<file path="src/rtl/msrv32_integer_file.sv">
// msrv32_integer_file
// 32 x WIDTH general-purpose register file for the msrv32 core.
// Two combinational read ports and one synchronous write port. Register x0
// is hard-wired to zero. A write in flight is forwarded to any read port
// that addresses the same register, so a consumer in the same cycle sees
// the new value without waiting for the edge.
module msrv32_integer_file #(
    parameter int WIDTH = 32
) (
    input  logic             ms_riscv32_mp_clk_in,
    input  logic             ms_riscv32_mp_rst_in,
    input  logic [4:0]       rs_1_addr_in,
    input  logic [4:0]       rs_2_addr_in,
    input  logic [4:0]       rd_addr_in,
    input  logic             wr_en_in,
    input  logic [WIDTH-1:0] rd_in,
    output logic [WIDTH-1:0] rs_1_out,
    output logic [WIDTH-1:0] rs_2_out
);

    logic [WIDTH-1:0] regFile_q [32];
    logic [WIDTH-1:0] regFile_d [32];
    logic             writeValid;

    // A write to x0 is silently dropped, so it neither stores nor forwards
    assign writeValid = wr_en_in && (rd_addr_in != 5'd0);

    // Next storage image: only the addressed register takes rd_in
    always_comb begin
        regFile_d = regFile_q;
        if (writeValid) begin
            regFile_d[rd_addr_in] = rd_in;
        end
    end

    // Storage update; reset clears every register and overrides a pending write
    always_ff @(posedge ms_riscv32_mp_clk_in) begin
        if (ms_riscv32_mp_rst_in) begin
            for (int i = 0; i < 32; i++) begin
                regFile_q[i] <= '0;
            end
        end else begin
            regFile_q <= regFile_d;
        end
    end

    // Read port 1: x0 forced to zero, otherwise forward a matching write, else storage
    always_comb begin
        rs_1_out = regFile_q[rs_1_addr_in];
        if (rs_1_addr_in == 5'd0) begin
            rs_1_out = '0;
        end else if (writeValid && (rd_addr_in == rs_1_addr_in)) begin
            rs_1_out = rd_in;
        end
    end

    // Read port 2: same selection as port 1, evaluated independently
    always_comb begin
        rs_2_out = regFile_q[rs_2_addr_in];
        if (rs_2_addr_in == 5'd0) begin
            rs_2_out = '0;
        end else if (writeValid && (rd_addr_in == rs_2_addr_in)) begin
            rs_2_out = rd_in;
        end
    end

endmodule

</file>
<file path="config.mk">
export PLATFORM = sky130hd
export DESIGN_NAME = msrv32_integer_file
export DESIGN_NICKNAME = d
export VERILOG_FILES = /design/src/rtl/msrv32_integer_file.sv
export SDC_FILE = /design/constraint.sdc
export NUM_CORES = 2
export LEC_CHECK = 0
export BUFFER_PORTS_ARGS = -buffer_cell sky130_fd_sc_hd__clkbuf_2
export CAP_MARGIN = 20
export CELL_PAD_IN_SITES_DETAIL_PLACEMENT = 1
export CELL_PAD_IN_SITES_GLOBAL_PLACEMENT = 2
export CORE_MARGIN = 5
export CORE_UTILIZATION = 43
export DETAILED_ROUTE_END_ITERATION = 6
export GPL_TIMING_DRIVEN = 0
export PLACE_DENSITY = 0.92
export RECOVER_POWER = 25
export SLEW_MARGIN = 5
export SYNTH_ARGS = -nofsm -noshare
export SYNTH_HDL_FRONTEND = slang
export SYNTH_SLANG_ARGS = --single-unit
</file>
<file path="constraint.sdc">
create_clock -name ms_riscv32_mp_clk_in -period 10.6 [get_ports ms_riscv32_mp_clk_in]
set_input_delay 3.18 -clock ms_riscv32_mp_clk_in [delete_from_list [all_inputs] [get_ports ms_riscv32_mp_clk_in]]
set_output_delay 3.18 -clock ms_riscv32_mp_clk_in [all_outputs]
set_load 0.05 [all_outputs]
</file>
==> run metrics <==
status=complete, but fails checks; failing checks=DRC, setup timing; largest area contributor in the netlist=dfxtp_1; hold depth=2; Top FF cell, synth=dfxtp_1; slew at the pin closest to its max-slew limit=1.41 ns; hold endpoint=regFile_q[924]$_SDFFE_PP0P_; first-pass GRT wire length=465 mm; die height=360 um; most frequent cell after synthesis=nand2_1; minimum clock period after layout=10.93 ns; r2r startpoint=regFile_q[95]$_SDFFE_PP0P_; number of flip-flops in the largest register=1024; PD cells=161 nW/um^2; sequential element share of the synthesized area=38.8%; RSZ-0062 raised after global routing=false; Vias/cell=7.04; FF+latch count, synth=1024; CP Max Fanout=10; maximum VDD drop=0.154 mV; Yosys warnings=0; Final Instance Area=59800 um^2; worst rel slew slack=6.17%; clock skew=0 ns; wire per inst=43.8 um; Arrival @ worst endpoint=7.75 ns; FF-to-FF path depth=2; Antenna Nets Post-Route=0; CTS Buf Count=113; Hold Buf Count CTS=0; Tot GR Track Use=52.5%; Hold Path Class=reg2reg; EDFF count, synth=0; kind of critical path=in2out; initial antenna violation count=28; maximum clock path buffer count=3; final wirelength=356 mm; postcts setup bufs=0; DRT Pass-1 Iters=7; post-synthesis cell count=6165; max-cap violation count=0; share of cells above drive strength 1=14.3%; Setup crit start=rs_2_addr_in[2]; Root Driver=clkbuf_16; FFs w/ async S/R, synth=0%; synth cell count leaders=nand2_1, a21oi_1, dfxtp_1; area added between synthesis and finish=13.2%; Sw Ratio=30.9%; largest net degree at the start of global routing=17; Hold Vio Cnt, Final=0; total gr overflow=0; first-iteration detailed-routing DRC count=9704; Die X=360 um; core box area=122000 um^2; row count=128; Worst-path clk slew=0.06 ns; syn nets=6215; Psw=0.00298 W; dpl hpwl=269 mm; Slew Limit Fails=0; unique cell type count in the Yosys netlist=66; max frequency=91.5 MHz; H-Tree Depth=3; initial core utilization=43.3%; min-delay src=regFile_q[924]$_SDFFE_PP0P_; final setup fails=21; Biggest register=regFile_q; DP Area=55700 um^2; Final nets=6434; WP data required=7.42 ns; Clock Power Share=45.3%; RePlAce Congestion=1.11; port bufs=70; Syn Area/Cell=8.56 um^2; Setup WS post-layout=-0.327 ns; synthesized area=52800 um^2; Yosys top cell area share=38.8%; CTS tree=done; drt drc=10; Setup crit end kind=output port; Gate power share=14.2%; period utilization=103%; flop2flop setup slack=9.68 ns; top post-synthesis cells by area=dfxtp_1, mux4_2, nand2_1; via count=57200; biggest regs=regFile_q: 1024 flops; Lkg Pwr=19.6 nW; clk_lat worst skew=0.80 ns; number of global-route vias before repair=53800; share of power burned in registers=40.5%; Die ar.=130000 um^2; cell-internal power=0.00665 W; R2R Path End=regFile_q[95]$_SDFFE_PP0P_; Setup crit start kind=primary input; clock net sink count=1024; IO Count=114; final core occ=49.0%
==> power groups by stage <==
stage / logic [W] / clock network, W / registers, W
after floorplan: 0.000610 / 0 / 0.00397
after global placement: 0.00122 / 0 / 0.00398
after detailed placement: 0.00125 / 0 / 0.00398
after CTS: 0.00125 / 0.00430 / 0.00390
after global routing: 0.00131 / 0.00446 / 0.00390
final: 0.00137 / 0.00436 / 0.00390
==> per-layer routing <==
layer	wire length (um)	GRT usage, %	up-vias
met5	388	2.43	-
met2	141000	73.0	4963
met1	125000	62.2	28800
li1	-	-	22000
met3	54100	24.8	1473
met4	35400	40.7	16
==> critical path, stage by stage <==
cell	delay (ns)
clkbuf_2	0.17
buf_4	0.36
buf_2	0.30
buf_2	0.61
nand2b_1	0.63
o22ai_1	0.46
nor4_1	0.93
a211oi_1	0.11
nor3_1	0.55
clkbuf_2	0.39
==> metrics by stage <==
stage / setup TNS, ns / hold slack [ns] / setup slack, ns / total power, W / std cells
floorplan: 0 / 0.442 / 1.72 / 0.00458 / 6165
global placement: -3.08 / 0.448 / -1.05 / 0.00520 / 7860
detailed placement: -0.700 / 0.459 / -0.645 / 0.00523 / 7892
CTS: 0 / 0.467 / 0.00127 / 0.00946 / 8099
global route: 0 / 0.485 / 0.00918 / 0.00967 / 8103
finish: -2.31 / 0.469 / -0.327 / 0.00963 / 8134
==> how the worst max path moves through the flow <==
stage	endpoint	slack, ns	cells past startpoint
floorplan	rs_2_out[30]	1.72	9
global placement	rs_2_out[9]	-1.05	8
detailed placement	rs_2_out[9]	-0.65	9
CTS	rs_1_out[3]	0.001	11
global route	rs_1_out[28]	0.009	10
finish	rs_2_out[10]	-0.33	10
==> cell usage in the layout, fill, tap and decap left out, types with 14 or more instances in the layout <==
| cell | instances |
|---|---|
| mux4_2 | 391 |
| nor2b_1 | 57 |
| clkinv_2 | 20 |
| o22ai_1 | 98 |
| a221o_1 | 35 |
| diode_2 | 33 |
| a22oi_1 | 27 |
| nand3_1 | 21 |
| nand2_1 | 2065 |
| clkbuf_2 | 102 |
| clkbuf_1 | 488 |
| clkbuf_8 | 28 |
| o21ai_0 | 35 |
| buf_8 | 21 |
| o21ai_1 | 27 |
| nor2_1 | 105 |
| buf_2 | 62 |
| nand2b_1 | 16 |
| a221oi_1 | 60 |
| o22a_1 | 14 |
| a21oi_1 | 1028 |
| nor4_1 | 24 |
| dfxtp_1 | 1024 |
| clkbuf_16 | 114 |
| mux2_2 | 38 |
| nor3_1 | 50 |
| buf_4 | 43 |
| mux2i_1 | 233 |
| a211oi_1 | 35 |
| buf_6 | 42 |
==> what timing repair did <==
action | in CTS | in global routing
resized for setup | 3 | 6
setup endpoints to repair | 2 | 9
endpoints found under the hold margin | 0 | 0
==> area by class of cell <==
type	instances	area, um^2
sequential	1024	20500
clock inverter	44	649
inverter	8	30.0
tap	1625	2030
clock buffer	163	3320
multi-input combinational	4479	29200
timing repair buffer	104	835
buffer	654	3090
fill	14500	62100
antenna	33	82.6
==> kinds of logic (layout without fill, tap and decap cells) <==
logic type | Yosys count | in the layout | synth area share [%]
xor gates and xnor gates | 10 | 10 | 0.166
other | 0 | 33 | 0
DFF | 1024 | 1024 | 38.8
muxes | 662 | 662 | 21.9
and+or+nand+nor | 2393 | 2393 | 18.0
AOI/OAI and AO/OA | 1414 | 1414 | 15.2
buffers and inverters | 662 | 973 | 5.85
(Power assumes the default switching activity.)
